## src/rtl/arvi_bus_pkg.sv

```systemverilog
// Shared bus-side types and default widths for the hart bus masters and arbiter.
package arvi_bus_pkg;

    localparam int unsigned DEF_XLEN      = 32;
    localparam int unsigned DEF_BE_W      = DEF_XLEN / 8;
    localparam int unsigned DEF_N_MASTERS = 2;

    typedef enum logic [1:0] {
        IDLE   = 2'd0,
        BUSY   = 2'd1,
        LOCKED = 2'd2
    } arb_state_e;

    // Index width for n requesters; a single requester still needs one bit.
    function automatic int unsigned grant_width(input int unsigned n);
        return (n <= 1) ? 1 : $clog2(n);
    endfunction

    localparam int unsigned GRANT_W = grant_width(DEF_N_MASTERS);

endpackage

```

## src/rtl/rr_pick.sv

```systemverilog
// Combinational round-robin picker: first set request strictly after ptr, wrapping.
module rr_pick #(
    parameter int unsigned N     = 2,
    parameter int unsigned PTR_W = 1
) (
    input  logic [N-1:0]     req,
    input  logic [PTR_W-1:0] ptr,
    output logic [PTR_W-1:0] winner,
    output logic             valid
);

    int unsigned      idx;
    logic [PTR_W-1:0] sel;

    // Scan farthest-to-nearest so the nearest requester after ptr overwrites last.
    always_comb begin
        winner = '0;
        valid  = 1'b0;
        idx    = 0;
        sel    = '0;
        for (int unsigned i = N; i > 0; i--) begin
            idx = 32'(ptr) + i;
            if (idx >= N) begin
                idx = idx - N;
            end
            sel = PTR_W'(idx);
            if (req[sel]) begin
                winner = sel;
                valid  = 1'b1;
            end
        end
    end

endmodule

```

## src/rtl/bus_arbiter.sv

```systemverilog
// Round-robin arbiter sharing one memory-side bus among N hart bus masters,
// with registered grants and bus locking across atomic sequences.
module bus_arbiter
    import arvi_bus_pkg::*;
#(
    parameter  int unsigned N_MASTERS = DEF_N_MASTERS,
    parameter  int unsigned XLEN      = DEF_XLEN,
    parameter  int unsigned BE_W      = XLEN / 8,
    localparam int unsigned GNT_W     = grant_width(N_MASTERS)
) (
    input  logic                      i_clk,
    input  logic                      i_rst_n,
    input  logic [N_MASTERS-1:0]      i_m_bus_en,
    input  logic [N_MASTERS-1:0]      i_m_wr_en,
    input  logic [N_MASTERS-1:0]      i_m_atomic,
    input  logic [N_MASTERS*XLEN-1:0] i_m_addr,
    input  logic [N_MASTERS*XLEN-1:0] i_m_wr_data,
    input  logic [N_MASTERS*BE_W-1:0] i_m_byte_en,
    output logic [N_MASTERS-1:0]      o_m_ack,
    output logic [XLEN-1:0]           o_m_rd_data,
    output logic                      o_bus_en,
    output logic                      o_wr_en,
    output logic [XLEN-1:0]           o_addr,
    output logic [XLEN-1:0]           o_wr_data,
    output logic [BE_W-1:0]           o_byte_en,
    input  logic                      i_ack,
    input  logic [XLEN-1:0]           i_rd_data,
    output logic [GNT_W-1:0]          o_grant_id
);

    arb_state_e       state, state_nxt;
    logic [GNT_W-1:0] grant, grant_nxt;
    logic [GNT_W-1:0] rr_ptr, rr_ptr_nxt;
    logic [GNT_W-1:0] winner;
    logic             win_valid;

    logic             sel_bus_en;
    logic             sel_wr_en;
    logic             sel_atomic;
    logic [XLEN-1:0]  sel_addr;
    logic [XLEN-1:0]  sel_wr_data;
    logic [BE_W-1:0]  sel_byte_en;

    rr_pick #(
        .N     (N_MASTERS),
        .PTR_W (GNT_W)
    ) u_rr_pick (
        .req    (i_m_bus_en),
        .ptr    (rr_ptr),
        .winner (winner),
        .valid  (win_valid)
    );

    // Select the current owner's request signals.
    always_comb begin
        sel_bus_en  = 1'b0;
        sel_wr_en   = 1'b0;
        sel_atomic  = 1'b0;
        sel_addr    = '0;
        sel_wr_data = '0;
        sel_byte_en = '0;
        for (int unsigned k = 0; k < N_MASTERS; k++) begin
            if (grant == GNT_W'(k)) begin
                sel_bus_en  = i_m_bus_en[k];
                sel_wr_en   = i_m_wr_en[k];
                sel_atomic  = i_m_atomic[k];
                sel_addr    = i_m_addr[k*XLEN +: XLEN];
                sel_wr_data = i_m_wr_data[k*XLEN +: XLEN];
                sel_byte_en = i_m_byte_en[k*BE_W +: BE_W];
            end
        end
    end

    // Next-state and bus outputs; memory side is only driven while BUSY.
    always_comb begin
        state_nxt   = state;
        grant_nxt   = grant;
        rr_ptr_nxt  = rr_ptr;
        o_bus_en    = 1'b0;
        o_wr_en     = 1'b0;
        o_addr      = '0;
        o_wr_data   = '0;
        o_byte_en   = '0;
        o_m_ack     = '0;
        o_m_rd_data = '0;
        case (state)
            IDLE: begin
                if (win_valid) begin
                    grant_nxt = winner;
                    state_nxt = BUSY;
                end
            end
            BUSY: begin
                o_bus_en    = sel_bus_en;
                o_wr_en     = sel_wr_en;
                o_addr      = sel_addr;
                o_wr_data   = sel_wr_data;
                o_byte_en   = sel_byte_en;
                o_m_rd_data = i_rd_data;
                o_m_ack     = N_MASTERS'(i_ack) << grant;
                if (i_ack) begin
                    rr_ptr_nxt = grant;
                    state_nxt  = sel_atomic ? LOCKED : IDLE;
                end
            end
            LOCKED: begin
                if (sel_bus_en) begin
                    state_nxt = BUSY;
                end else if (!sel_atomic) begin
                    state_nxt = IDLE;
                end
            end
            default: begin
                state_nxt = IDLE;
            end
        endcase
    end

    // State, owner and round-robin pointer registers.
    always_ff @(posedge i_clk or negedge i_rst_n) begin
        if (!i_rst_n) begin
            state  <= IDLE;
            grant  <= '0;
            rr_ptr <= GNT_W'(N_MASTERS - 1);
        end else begin
            state  <= state_nxt;
            grant  <= grant_nxt;
            rr_ptr <= rr_ptr_nxt;
        end
    end

    assign o_grant_id = grant;

    // The owner must hold its request until the slave acks.
    a_hold_req : assert property (@(posedge i_clk) disable iff (!i_rst_n)
        (state == BUSY && !i_ack) |-> sel_bus_en);

endmodule
```

## config.mk

```make
export PLATFORM = sky130hd
export DESIGN_NAME = bus_arbiter
export DESIGN_NICKNAME = d
export VERILOG_FILES = /design/src/rtl/arvi_bus_pkg.sv /design/src/rtl/rr_pick.sv /design/src/rtl/bus_arbiter.sv
export SDC_FILE = /design/constraint.sdc
export NUM_CORES = 1
export LEC_CHECK = 0
export CELL_PAD_IN_SITES_DETAIL_PLACEMENT = 1
export CELL_PAD_IN_SITES_GLOBAL_PLACEMENT = 1
export CORE_ASPECT_RATIO = 1.5
export CORE_UTILIZATION = 11
export CTS_BUF_LIST = sky130_fd_sc_hd__clkbuf_16
export CTS_CLUSTER_SIZE = 24
export DETAILED_ROUTE_END_ITERATION = 6
export PLACE_DENSITY_LB_ADDON = 0.08
export SKIP_CTS_REPAIR_TIMING = 1
export SYNTH_ARGS = -nofsm -noshare
export SYNTH_HDL_FRONTEND = slang
export SYNTH_SLANG_ARGS = --single-unit
```

## constraint.sdc

```tcl
create_clock -name i_clk -period 1 [get_ports i_clk]
set_input_delay 0.1 -clock i_clk [delete_from_list [all_inputs] [get_ports i_clk]]
set_output_delay 0.1 -clock i_clk [all_outputs]
set_load 0.01 [all_outputs]
```

**Word-level counts from Yosys, hierarchy flattened**

Index checks and enable logic that the tools add are counted.

- Add/subtract/negate cells: 4
- Order comparisons: 4
- Equal/unequal tests: 5
- Shift operators: 1
- Muxes and demuxes: 29
- Reduce and logical (&&, ||, !) cells: 4

Operator list:

| kind | count |
|---|---|
| $mux W32 | 5 |
| $mux W1 | 15 |
| $mux W2 | 6 |
| $mux W4 | 2 |
| $pmux W2 S3 | 1 |
| $lt A1 B2 Y1 const B | 2 |
| $reduce_and A2 Y1 | 2 |
| $add A1 B2 Y3 const B | 1 |
| $ge A3 B2 Y1 const B | 1 |
| $ne A3 B3 Y1 const B | 1 |
| $reduce_and A3 Y1 | 1 |
| $add A1 B1 Y2 const B | 1 |
| $eq A2 B1 Y1 const B | 1 |
| $eq A2 B2 Y1 const B | 1 |
| $ge A2 B2 Y1 const B | 1 |
| $logic_not A2 Y1 | 1 |
| $ne A2 B1 Y1 const B | 1 |
| $ne A2 B2 Y1 const B | 1 |
| $shl A1 B1 Y2 | 1 |
| $sub A1 B1 Y1 const B | 2 |

- Register bits after elaboration: 4
- Input port bits: 177
- Output and inout port bits: 105
- Logic and storage cells: 50

**Depth between registers and ports, before layout**

Gate-level depths: netlist of run 1.

- Word-level depth: 9
- Gate-level depth with buffers: 4
- Depth with buffers taken out: 3

**Modules after synthesis**

From an unflattened synthesis of run 1, not the netlist that was laid out.

- Cell total of the unflattened synthesis: 212
- Area total of the unflattened synthesis: 1,619.1 um2

Modules (own cells, without submodules):

| module | times used | cells an instance | area an instance (um2) |
|---|---|---|---|
| bus_arbiter | 1 | 210 | 1,605.3 |
| rr_pick | 1 | 2 | 13.8 |

**Least setup slack after synthesis of run 1**

No wires, ideal clock.

- Kind: register to output
- Start point: reg grant, in the netlist o_grant_id
- End point: out o_addr[0]
- Arrival time: 1,044 ps
- Required time: 900 ps
- Path slack: -144 ps
- Cell stages (with the launch flop): 5
- Buffers on the path: 2
- Cells stage by stage: dfrtp_1 buf_6 buf_8 mux2i_1 nor2_2

- Cells in the longest elaborated chain, start to end: 2

RTL lines:

| element | RTL line | text |
|---|---|---|
| from (decl) | bus_arbiter.sv:32 | `logic [GNT_W-1:0] grant, grant_nxt;` |
| from (signal assigned) | bus_arbiter.sv:127 | `grant <= grant_nxt;` |
| $mux W32 | bus_arbiter.sv:63 | `if (grant == GNT_W'(k)) begin` |
| $mux W32 | bus_arbiter.sv:86 | `case (state)` |
| to (decl) | bus_arbiter.sv:23 | `output logic [XLEN-1:0] o_addr,` |

No other way between the ends.

**Worst setup path after layout of run 1**

- Start point: reg state[0]
- End point: out o_m_rd_data[25]

- Cells in the longest elaborated chain, start to end: 2

RTL lines:

| element | RTL line | text |
|---|---|---|
| from (decl) | bus_arbiter.sv:31 | `arb_state_e state, state_nxt;` |
| from (signal assigned) | bus_arbiter.sv:126 | `state <= state_nxt;` |
| $eq A2 B1 Y1 | bus_arbiter.sv:86 |  |
| $mux W32 | bus_arbiter.sv:86 |  |
| to (decl) | bus_arbiter.sv:20 | `output logic [XLEN-1:0] o_m_rd_data,` |

No other way between the ends.

==> flow_results.xml, run 1 <==
<?xml version="1.0" encoding="UTF-8"?>
<metrics>
  <group name="critical_path">
    <metric name="cp_required" unit="ns">0.90</metric>
    <metric name="setup.worst_path.start_class" unit="">register</metric>
    <metric name="end_kind" unit="">output pin</metric>
    <metric name="path_class" unit="">register to output pin</metric>
    <metric name="cp_max_fo" unit="">5</metric>
    <metric name="arrival_time_of_the_worst_setup_path" unit="ns">1.51</metric>
    <metric name="path_cells" unit="">nor2b_4 &gt; buf_12 &gt; clkbuf_16 &gt; buf_6 &gt; buf_6 &gt; and2_4 &gt; buf_6</metric>
    <metric name="critical_path.most_common_cell" unit="">buf_6</metric>
    <metric name="crit_slowest_cell" unit="">dfrtp_2</metric>
    <metric name="worst_path_largest_cell_delay" unit="ns">0.41</metric>
  </group>
  <group name="worst_hold_path">
    <metric name="worst_min_delay_path_class" unit="">input pin to asynchronous set/reset pin</metric>
  </group>
  <group name="global_route">
    <metric name="globalRouteMet2Util" unit="">0.267</metric>
    <metric name="use_met1" unit="">0.117</metric>
    <metric name="first_global_vias" unit="">2787</metric>
    <metric name="antenna_found_initial" unit="">0</metric>
    <metric name="grt.total_usage" unit="">0.126</metric>
    <metric name="grt_start_max_net_pins" unit="">33</metric>
    <metric name="overflow" unit="">0</metric>
    <metric name="grt_pass1_wl" unit="mm">14.7</metric>
    <metric name="global_route.peak_usage_layer" unit="">met2</metric>
    <metric name="globalRouteMet3Util" unit="">0.0280</metric>
  </group>
  <group name="floorplanning">
    <metric name="starting_density_of_the_core" unit="">0.114</metric>
    <metric name="die_w" unit="µm">101</metric>
    <metric name="ioPinCount" unit="">282</metric>
    <metric name="fp.dieArea" unit="µm²">15100</metric>
    <metric name="dieHeight" unit="µm">150</metric>
    <metric name="core" unit="µm²">14100</metric>
    <metric name="num_rows" unit="">53</metric>
  </group>
  <group name="synth">
    <metric name="synthesis.instances" unit="">211</metric>
    <metric name="synth.ff_latch_count" unit="">4</metric>
    <metric name="synth.yosys.warnings" unit="">0</metric>
    <metric name="syn-num-nets" unit="">388</metric>
    <metric name="synth-xor-area-share" unit="">0</metric>
    <metric name="synth.cell_area" unit="µm²">1610</metric>
    <metric name="synth_enable_flop_cells" unit="">0</metric>
    <metric name="avg_inst_size_synth" unit="µm²">7.62</metric>
    <metric name="synth-compound-area-share" unit="">0.0249</metric>
    <metric name="combinational_family_with_the_most_area_after_synthesis" unit="">multiplexers</metric>
    <metric name="ys_seq_area_frac" unit="">0.0630</metric>
    <metric name="synthMuxAreaShare" unit="">0.442</metric>
    <metric name="adder_cell_fraction_of_synth_area" unit="">0</metric>
    <metric name="ys_async_rst_share" unit="">1.00</metric>
    <metric name="synth-simple-area-share" unit="">0.330</metric>
    <metric name="ys.flop_type" unit="">dfrtp_1</metric>
    <metric name="synth.distinct_cells" unit="">19</metric>
  </group>
  <group name="timing">
    <metric name="min_period" unit="ns">1.61</metric>
    <metric name="final.setup.worst_slack" unit="ns">-0.613</metric>
    <metric name="max_freq" unit="MHz">620</metric>
    <metric name="fin_skew" unit="ns">0.00509</metric>
    <metric name="worst_slew_margin_rel" unit="">0.818</metric>
    <metric name="report.final.hold_viol_count" unit="">0</metric>
    <metric name="final_setup_vio_count" unit="">109</metric>
    <metric name="rsz_0062_raised_after_global_routing" unit="">true</metric>
    <metric name="tightest_slew" unit="ns">0.270</metric>
    <metric name="final_cycle_utilization_of_the_critical_path" unit="">1.61</metric>
    <metric name="number_of_max_slew_violations_in_the_final_report" unit="">0</metric>
  </group>
  <group name="finish">
    <metric name="post_route_cells_drive_above_1_share" unit="">0.373</metric>
    <metric name="final_net_count" unit="">706</metric>
    <metric name="antenna-diode-count" unit="">0</metric>
    <metric name="utilization_after_layout" unit="">0.355</metric>
    <metric name="area.growth.synth_to_final" unit="%">212</metric>
  </group>
  <group name="clock_network">
    <metric name="htreeDepth" unit="">1</metric>
    <metric name="max-clock-path-buffers" unit="">2</metric>
    <metric name="numClockSinks" unit="">4</metric>
    <metric name="worst_setup_hold_path_clk_slew" unit="ns">0.03</metric>
    <metric name="cts-buffers-inserted" unit="">3</metric>
    <metric name="clock_latency" unit="ns">0.23</metric>
    <metric name="cts.root.buffer_cell" unit="">clkbuf_16</metric>
    <metric name="cts_tree" unit="">yes</metric>
  </group>
  <group name="route">
    <metric name="antenna_violating_nets_post_route" unit="">0</metric>
    <metric name="routed-via-count" unit="">2732</metric>
    <metric name="number_of_iterations_in_the_first_detailed_routing_pass" unit="">4</metric>
    <metric name="detail_route.iter0.violations" unit="">23</metric>
    <metric name="detail_route.wirelength" unit="mm">11.0</metric>
    <metric name="remaining_drc_errors" unit="">0</metric>
    <metric name="avgViaCountPerCell" unit="">3.79</metric>
    <metric name="route.detailed.wl_per_inst" unit="µm">15.3</metric>
  </group>
  <group name="placement">
    <metric name="detailed_place_hpwl" unit="mm">9.00</metric>
    <metric name="portBuffers" unit="">281</metric>
    <metric name="place_worst_setup_slack" unit="ns">-0.683</metric>
    <metric name="gp_routability_congestion" unit="">0.700</metric>
  </group>
  <group name="status">
    <metric name="run_status" unit="">finished with violations</metric>
    <metric name="failed_checks" unit="">negative setup slack</metric>
  </group>
  <group name="pwr">
    <metric name="power-per-cell-area" unit="nW/µm²">2450</metric>
    <metric name="totalPowerFinal" unit="mW">12.3</metric>
    <metric name="leakage" unit="nW">2.54</metric>
    <metric name="worst_ir_drop_vdd" unit="mV">0.857</metric>
  </group>
  <group name="run">
    <metric name="cap_violations" unit="">0</metric>
  </group>
</metrics>
==> cell usage after synthesis (all sizes together) (2+ instances only) <==
cell | n | area (µm²)
a21oi | 2 | 10.0
buf | 16 | 210
mux2i | 71 | 711
and2 | 32 | 200
clkbuf | 3 | 15.0
nor2 | 72 | 285
nand2 | 3 | 11.3
dfrtp | 3 | 75.1
==> flip-flops by register name (all words and copies together) (netlist names) <==
register / cells
rr_ptr: 1
state: 2
o_grant_id: 1
==> through the flow <==
step           hold WS (ns)  area [µm²]  TNS [ns]  instances
5_1_grt              0.0922        5010    -61.71        720
3_5_place_dp          0.323        4790    -66.83        688
3_3_place_gp          0.320        4790    -64.50        688
4_1_cts              0.0794        4870    -93.07        692
2_1_floorplan        -0.196        1730    -10.73        211
6_report             0.0749        5010    -55.49        720
==> power by group <==
| part | total, mW | internal (mW) | switching [mW] | leakage, nW |
|---|---|---|---|---|
| Combinational | 11.3 | 6.38 | 4.88 | 2.46 |
| Clock | 0.646 | 0.517 | 0.129 | 0.0423 |
| Sequential | 0.349 | 0.270 | 0.0784 | 0.0436 |
| Total | 12.3 | 7.17 | 5.09 | 2.54 |
==> final cells by class <==
class	count	area, µm²
well taps	192	240
multi-input cells	188	1420
fillers	1682	9110
flip-flops and latches	4	108
clock buffers	3	75.1
clock inverters	1	3.75
repair buffers	332	3160
==> metal layers <==
metal	wire length, µm	vias up	share of wire
met3	762	15	0.069
li1	-	1335	-
met5	0	-	0
met1	3520	1250	0.32
met4	162	0	0.015
met2	6540	132	0.60
==> layout by cell type, fill, tap and decap left out, types with 2 or more instances in the layout <==
master	n
buf_2	2
buf_12	7
nor2_4	3
nand2_1	2
clkbuf_2	62
dfrtp_2	2
mux2i_1	69
buf_4	21
buf_6	46
dlymetal6s2s_1	14
clkbuf_16	6
clkdlybuf4s50_1	176
nor2_1	63
nor2_2	6
and2_4	32
==> critical path, delay by kind of cell (launching register included) <==
family,cells,cell delay (ns)
buf+inv,5,0.58
flops,1,0.41
simple gates,2,0.28
==> kinds of logic after synthesis <==
group / after synthesis
DFF: 4
buffers and inverters: 19
muxes: 71
and+or+nand+nor: 111
AOI/OAI and AO/OA: 6
==> worst paths after layout <==
check | cells past startpoint | slack [ns] | to | from
max in group asynchronous | 1 | 0.68 | rr_ptr | i_rst_n
worst max-delay path | 7 | -0.61 | o_m_rd_data[25] | state[0]
worst min register to register | 1 | 0.50 | rr_ptr | rr_ptr
min in group i_clk | 1 | 0.50 | rr_ptr | rr_ptr
worst max register to register | 6 | -0.33 | rr_ptr | state[0]
worst min-delay path | 1 | 0.07 | state[0] | i_rst_n
(Power assumes the default switching activity.)
==> run 2: changes to the inputs <==
--- a/config.mk
+++ b/config.mk
@@ -12,7 +12,7 @@
 export CTS_BUF_LIST = sky130_fd_sc_hd__clkbuf_16
 export CTS_CLUSTER_SIZE = 24
 export DETAILED_ROUTE_END_ITERATION = 6
-export PLACE_DENSITY_LB_ADDON = 0.08
+export PLACE_DENSITY_LB_ADDON = 0.2
 export SKIP_CTS_REPAIR_TIMING = 1
 export SYNTH_ARGS = -nofsm -noshare
 export SYNTH_HDL_FRONTEND = slang
==> flow_results.xml, run 2 (synthesis gave the netlist of run 1 again) <==
<?xml version="1.0" encoding="UTF-8"?>
<metrics>
  <group name="status">
    <metric name="run_status" unit="">finished with violations</metric>
    <metric name="failed_checks" unit="">negative setup slack</metric>
  </group>
  <group name="finish">
    <metric name="post_route_cells_drive_above_1_share" unit="">0.360</metric>
    <metric name="antenna-diode-count" unit="">0</metric>
    <metric name="register_area" unit="µm²">105</metric>
    <metric name="post-route-cell-area" unit="µm²">4920</metric>
    <metric name="largest_reg_flops" unit="">2</metric>
    <metric name="fillCellCount" unit="">1668</metric>
    <metric name="final_net_count" unit="">687</metric>
    <metric name="final_cell_mix" unit="">clkdlybuf4s50_1, mux2i_1, nor2_1</metric>
    <metric name="multiInputGateArea" unit="µm²">1460</metric>
    <metric name="area.growth.synth_to_final" unit="%">206</metric>
    <metric name="largest_register" unit="">state</metric>
    <metric name="filler_free_cell_count_of_the_finished_design" unit="">701</metric>
    <metric name="layout_commonest_cell" unit="">clkdlybuf4s50_1</metric>
    <metric name="utilization_after_layout" unit="">0.348</metric>
  </group>
  <group name="clock_network">
    <metric name="clock_latency" unit="ns">0.23</metric>
    <metric name="htreeDepth" unit="">1</metric>
    <metric name="cts-buffers-inserted" unit="">3</metric>
    <metric name="cts.root.buffer_cell" unit="">clkbuf_16</metric>
    <metric name="numClockSinks" unit="">4</metric>
    <metric name="worst_setup_hold_path_clk_slew" unit="ns">0.03</metric>
    <metric name="max-clock-path-buffers" unit="">2</metric>
    <metric name="cts_tree" unit="">yes</metric>
  </group>
  <group name="critical_path">
    <metric name="crit_slowest_cell" unit="">dfrtp_4</metric>
    <metric name="crit-reg2reg-launch" unit="">o_grant_id</metric>
    <metric name="path_cells" unit="">buf_6 &gt; buf_12 &gt; mux2i_4 &gt; nor2_2 &gt; buf_2</metric>
    <metric name="cp_max_fo" unit="">9</metric>
    <metric name="arrival_time_of_the_worst_setup_path" unit="ns">1.40</metric>
    <metric name="end_kind" unit="">output pin</metric>
    <metric name="setup.worst_path.start_class" unit="">register</metric>
    <metric name="timing.critical_path.from" unit="">o_grant_id</metric>
    <metric name="cp_required" unit="ns">0.90</metric>
    <metric name="path_class" unit="">register to output pin</metric>
    <metric name="worst_path_largest_cell_delay" unit="ns">0.50</metric>
  </group>
  <group name="global_route">
    <metric name="grt.total_usage" unit="">0.127</metric>
    <metric name="globalRouteMet3Util" unit="">0.0229</metric>
    <metric name="overflow" unit="">0</metric>
    <metric name="global_route.peak_usage_layer" unit="">met2</metric>
    <metric name="grt_start_max_net_pins" unit="">37</metric>
    <metric name="use_met1" unit="">0.115</metric>
    <metric name="first_global_vias" unit="">2864</metric>
    <metric name="antenna_found_initial" unit="">0</metric>
    <metric name="grt_pass1_wl" unit="mm">14.8</metric>
    <metric name="globalRouteMet2Util" unit="">0.273</metric>
  </group>
  <group name="floorplanning">
    <metric name="die_w" unit="µm">101</metric>
    <metric name="core" unit="µm²">14100</metric>
    <metric name="ioPinCount" unit="">282</metric>
    <metric name="num_rows" unit="">53</metric>
    <metric name="dieHeight" unit="µm">150</metric>
    <metric name="fp.dieArea" unit="µm²">15100</metric>
    <metric name="starting_density_of_the_core" unit="">0.114</metric>
  </group>
  <group name="timing">
    <metric name="tightest_slew" unit="ns">0.255</metric>
    <metric name="max_freq" unit="MHz">665</metric>
    <metric name="number_of_max_slew_violations_in_the_final_report" unit="">0</metric>
    <metric name="min_period" unit="ns">1.50</metric>
    <metric name="final_cycle_utilization_of_the_critical_path" unit="">1.50</metric>
    <metric name="worst_slew_margin_rel" unit="">0.825</metric>
    <metric name="final.setup.worst_slack" unit="ns">-0.504</metric>
    <metric name="rsz_0062_raised_after_global_routing" unit="">true</metric>
    <metric name="fin_skew" unit="ns">0.00438</metric>
    <metric name="worst_hold_slack" unit="ns">0.0815</metric>
    <metric name="report.final.hold_viol_count" unit="">0</metric>
    <metric name="final_setup_vio_count" unit="">109</metric>
  </group>
  <group name="route">
    <metric name="antenna_violating_nets_post_route" unit="">0</metric>
    <metric name="detail_route.iter0.violations" unit="">18</metric>
    <metric name="routed-via-count" unit="">2700</metric>
    <metric name="remaining_drc_errors" unit="">0</metric>
    <metric name="number_of_iterations_in_the_first_detailed_routing_pass" unit="">4</metric>
    <metric name="route.detailed.wl_per_inst" unit="µm">15.6</metric>
    <metric name="detail_route.wirelength" unit="mm">11.0</metric>
    <metric name="avgViaCountPerCell" unit="">3.85</metric>
  </group>
  <group name="pwr">
    <metric name="power-per-cell-area" unit="nW/µm²">2380</metric>
    <metric name="totalPowerFinal" unit="mW">11.7</metric>
    <metric name="worst_ir_drop_vdd" unit="mV">0.948</metric>
    <metric name="leakage" unit="nW">2.46</metric>
  </group>
  <group name="placement">
    <metric name="portBuffers" unit="">281</metric>
    <metric name="dp_cells" unit="">688</metric>
    <metric name="detailed_place_hpwl" unit="mm">8.95</metric>
    <metric name="gp_routability_congestion" unit="">0.744</metric>
    <metric name="detailed_place.area" unit="µm²">4770</metric>
  </group>
  <group name="run">
    <metric name="cap_violations" unit="">0</metric>
  </group>
  <group name="worst_hold_path">
    <metric name="worst_min_delay_path_class" unit="">input pin to asynchronous set/reset pin</metric>
  </group>
</metrics>
==> run 2: final cells by class <==
cell class | instances | area share
clock buffer | 3 | 0.0153
timing repair buffer | 313 | 0.618
tap | 192 | 0.0488
sequential | 4 | 0.0214
multi-input combinational | 188 | 0.296
clock inverter | 1 | 0.000763
==> run 2: final timing paths <==
check                           endpoint  slack, ns  cells past startpoint
hold / removal                  state[1]       0.08                      1
setup reg to reg                state[1]      -0.34                      5
setup / recovery           o_wr_data[29]      -0.50                      5
max in group asynchronous         rr_ptr       0.67                      1
hold reg to reg                   rr_ptr       0.50                      1
min in group i_clk                rr_ptr       0.50                      1
==> run 2: power breakdown <==
part	switching, mW	total, mW	leakage [nW]	internal (mW)
Combinational	4.78	10.7	2.37	5.96
Clock	0.124	0.641	0.0423	0.517
Sequential	0.0803	0.344	0.0460	0.264
==> run 2: through the flow <==
step	TNS (ns)	setup WS, ns
after global placement	-64.21	-0.665
after detailed placement	-66.38	-0.699
final	-45.55	-0.504
after CTS	-92.16	-0.952
after floorplan	-10.73	-0.144
after global routing	-51.50	-0.561
==> run 2: routing by layer <==
layer  vias to the layer above  routed length (µm)  part of all wire
met5                         -                   0                 0
met4                         0                 145             0.013
met3                        10                 845             0.077
met2                       134                6600              0.60
met1                      1256                3380              0.31
li1                       1300                   -                 -
==> run 2: critical path, delay by kind of cell, from the launching register on <==
kind | cells | cell delay [ns]
and+or+nand+nor | 1 | 0.07
DFF | 1 | 0.50
muxes | 1 | 0.18
buffers and inverters | 3 | 0.42
==> run 3: changes to the inputs <==
--- a/config.mk
+++ b/config.mk
@@ -12,6 +12,7 @@
 export CTS_BUF_LIST = sky130_fd_sc_hd__clkbuf_16
 export CTS_CLUSTER_SIZE = 24
 export DETAILED_ROUTE_END_ITERATION = 6
+export GPL_TIMING_DRIVEN = 0
 export PLACE_DENSITY_LB_ADDON = 0.2
 export SKIP_CTS_REPAIR_TIMING = 1
 export SYNTH_ARGS = -nofsm -noshare
==> flow_results.xml, run 3 (synthesis gave the netlist of run 1 again) <==
<?xml version="1.0" encoding="UTF-8"?>
<metrics>
  <group name="status">
    <metric name="run_status" unit="">finished with violations</metric>
    <metric name="failed_checks" unit="">negative setup slack</metric>
  </group>
  <group name="clock_network">
    <metric name="worst_setup_hold_path_clk_slew" unit="ns">0.03</metric>
    <metric name="clock_latency" unit="ns">0.23</metric>
    <metric name="cts_tree" unit="">yes</metric>
    <metric name="cts.root.buffer_cell" unit="">clkbuf_16</metric>
    <metric name="htreeDepth" unit="">1</metric>
    <metric name="cts-buffers-inserted" unit="">3</metric>
    <metric name="numClockSinks" unit="">4</metric>
    <metric name="max-clock-path-buffers" unit="">2</metric>
  </group>
  <group name="route">
    <metric name="route.detailed.wl_per_inst" unit="µm">15.2</metric>
    <metric name="detail_route.wirelength" unit="mm">10.7</metric>
    <metric name="avgViaCountPerCell" unit="">3.81</metric>
    <metric name="remaining_drc_errors" unit="">0</metric>
    <metric name="detail_route.iter0.violations" unit="">36</metric>
    <metric name="number_of_iterations_in_the_first_detailed_routing_pass" unit="">3</metric>
    <metric name="antenna_violating_nets_post_route" unit="">0</metric>
    <metric name="routed-via-count" unit="">2673</metric>
  </group>
  <group name="pwr">
    <metric name="swShare" unit="">0.409</metric>
    <metric name="seq_power_share" unit="">0.030</metric>
    <metric name="power.share.clock" unit="">0.052</metric>
    <metric name="totalPowerFinal" unit="mW">12.5</metric>
    <metric name="internal_power" unit="mW">7.36</metric>
    <metric name="leakage" unit="nW">2.56</metric>
    <metric name="switchingPower" unit="mW">5.10</metric>
    <metric name="power-per-cell-area" unit="nW/µm²">2460</metric>
    <metric name="worst_ir_drop_vdd" unit="mV">0.736</metric>
    <metric name="comb_power_share" unit="">0.919</metric>
  </group>
  <group name="finish">
    <metric name="antenna-diode-count" unit="">0</metric>
    <metric name="post-route-cell-area" unit="µm²">5060</metric>
    <metric name="area.growth.synth_to_final" unit="%">215</metric>
    <metric name="largest_reg_flops" unit="">2</metric>
    <metric name="largest_register" unit="">state</metric>
    <metric name="final_net_count" unit="">688</metric>
    <metric name="layout_commonest_cell" unit="">clkdlybuf4s50_1</metric>
    <metric name="final_cell_mix" unit="">clkdlybuf4s50_1, mux2i_1, nor2_1</metric>
    <metric name="post_route_cells_drive_above_1_share" unit="">0.384</metric>
  </group>
  <group name="critical_path">
    <metric name="critical_path.reg2reg.endpoint" unit="">rr_ptr</metric>
    <metric name="setup.worst_path.start_class" unit="">register</metric>
    <metric name="cp_max_fo" unit="">10</metric>
    <metric name="worstRegToRegCells" unit="">5</metric>
    <metric name="cell_type_group_with_the_largest_total_delay_on_the_critical_path" unit="">buffers and inverters</metric>
    <metric name="crit-reg2reg-launch" unit="">state[0]</metric>
    <metric name="worst-path-buf-inv" unit="">3</metric>
    <metric name="path_cells" unit="">nand2b_4 &gt; buf_12 &gt; buf_8 &gt; nor2_1 &gt; dlymetal6s2s_1</metric>
    <metric name="path_class" unit="">register to output pin</metric>
    <metric name="end_kind" unit="">output pin</metric>
    <metric name="arrival_time_of_the_worst_setup_path" unit="ns">1.42</metric>
    <metric name="cp_required" unit="ns">0.90</metric>
    <metric name="worst_path_largest_cell_delay" unit="ns">0.44</metric>
    <metric name="crit_path_end" unit="">o_wr_data[23]</metric>
    <metric name="timing.critical_path.from" unit="">state[1]</metric>
    <metric name="setup.reg_to_reg.worst_slack" unit="ns">-0.24</metric>
    <metric name="cp_num_cells" unit="">5</metric>
    <metric name="crit_slowest_cell" unit="">dfrtp_2</metric>
  </group>
  <group name="timing">
    <metric name="final_setup_vio_count" unit="">108</metric>
    <metric name="report.final.hold_viol_count" unit="">0</metric>
    <metric name="min_period" unit="ns">1.52</metric>
    <metric name="fin_skew" unit="ns">0.00194</metric>
    <metric name="rsz_0062_raised_after_global_routing" unit="">true</metric>
    <metric name="max_freq" unit="MHz">657</metric>
    <metric name="final_cycle_utilization_of_the_critical_path" unit="">1.52</metric>
    <metric name="worst_slew_margin_rel" unit="">0.833</metric>
    <metric name="number_of_max_slew_violations_in_the_final_report" unit="">0</metric>
    <metric name="tightest_slew" unit="ns">0.244</metric>
    <metric name="finalSetupTns" unit="ns">-47.79</metric>
    <metric name="worst_hold_slack" unit="ns">0.0951</metric>
    <metric name="final.setup.worst_slack" unit="ns">-0.521</metric>
  </group>
  <group name="worst_hold_path">
    <metric name="worst_min_delay_path_class" unit="">input pin to asynchronous set/reset pin</metric>
  </group>
  <group name="floorplanning">
    <metric name="core" unit="µm²">14100</metric>
    <metric name="starting_density_of_the_core" unit="">0.114</metric>
    <metric name="die_w" unit="µm">101</metric>
    <metric name="ioPinCount" unit="">282</metric>
    <metric name="dieHeight" unit="µm">150</metric>
    <metric name="fp.dieArea" unit="µm²">15100</metric>
    <metric name="num_rows" unit="">53</metric>
  </group>
  <group name="global_route">
    <metric name="overflow" unit="">0</metric>
    <metric name="grt_pass1_wl" unit="mm">14.7</metric>
    <metric name="grt.total_usage" unit="">0.125</metric>
    <metric name="first_global_vias" unit="">2827</metric>
    <metric name="antenna_found_initial" unit="">0</metric>
    <metric name="grt_start_max_net_pins" unit="">11</metric>
  </group>
  <group name="placement">
    <metric name="gp_routability_congestion" unit="">0.696</metric>
    <metric name="detailed_place.area" unit="µm²">4790</metric>
    <metric name="detailed_place_hpwl" unit="mm">8.93</metric>
    <metric name="portBuffers" unit="">281</metric>
  </group>
  <group name="run">
    <metric name="cap_violations" unit="">0</metric>
  </group>
</metrics>
-- run 3: cell count changes in the layout (fill, tap and decap cells not counted), moves of 4 or more --
cell and change:
buf_6 -21, mux2i_2 +9, nor2_1 -8, mux2i_1 -7
nor2_2 +7, buf_12 +6, clkbuf_2 +6, dlymetal6s2s_1 +6
buf_4 -4, buf_8 +4
-- run 3: layout make-up --
cell class / count / area [µm²]
fillers: 1701 / 9070
repair buffers: 295 / 2820
multi-input cells: 188 / 1490
plain buffers: 19 / 323
well taps: 192 / 240
flip-flops and latches: 4 / 105
clock buffers: 3 / 75.1
clock inverters: 1 / 3.75
-- run 3: power groups by stage --
stage	Combinational [mW]	Clock, mW	Sequential (mW)
2_1_floorplan	5.63	0	0.340
3_3_place_gp	10.6	0	0.342
3_5_place_dp	10.7	0	0.353
4_1_cts	10.8	0.651	0.351
5_1_grt	12.2	0.670	0.384
6_report	11.4	0.643	0.372
-- run 3: stage by stage --
| stage | util | cells | setup WS [ns] |
|---|---|---|---|
| 6_report | 0.358 | 702 | -0.521 |
| 5_1_grt | 0.358 | 702 | -0.580 |
| 4_1_cts | 0.344 | 688 | -0.994 |
| 3_5_place_dp | 0.339 | 684 | -0.749 |
| 3_3_place_gp | 0.339 | 684 | -0.713 |
| 2_1_floorplan | - | 211 | -0.144 |
-- run 3: per-layer routing --
metal	vias to the layer above	routed length [µm]	global-route usage
met5	-	0	0
met4	0	120	0.0304
met3	9	685	0.0196
met2	133	6250	0.263
met1	1235	3620	0.122
li1	1296	-	-
-- run 3: worst min path at each step --
stage / from / endpoint / depth (start not counted)
2_1_floorplan: i_rst_n / o_grant_id / 0
3_3_place_gp: i_rst_n / state[1] / 1
3_5_place_dp: i_rst_n / o_grant_id / 1
4_1_cts: i_rst_n / state[1] / 1
5_1_grt: i_rst_n / state[1] / 1
6_report: i_rst_n / state[1] / 1
-- run 3: worst register-to-register path, stage by stage, from the launching register on --
cell     delay, ns
dfrtp_2       0.43
nor2b_4       0.15
buf_12        0.14
buf_12        0.13
and3_4        0.18
a21o_1        0.15
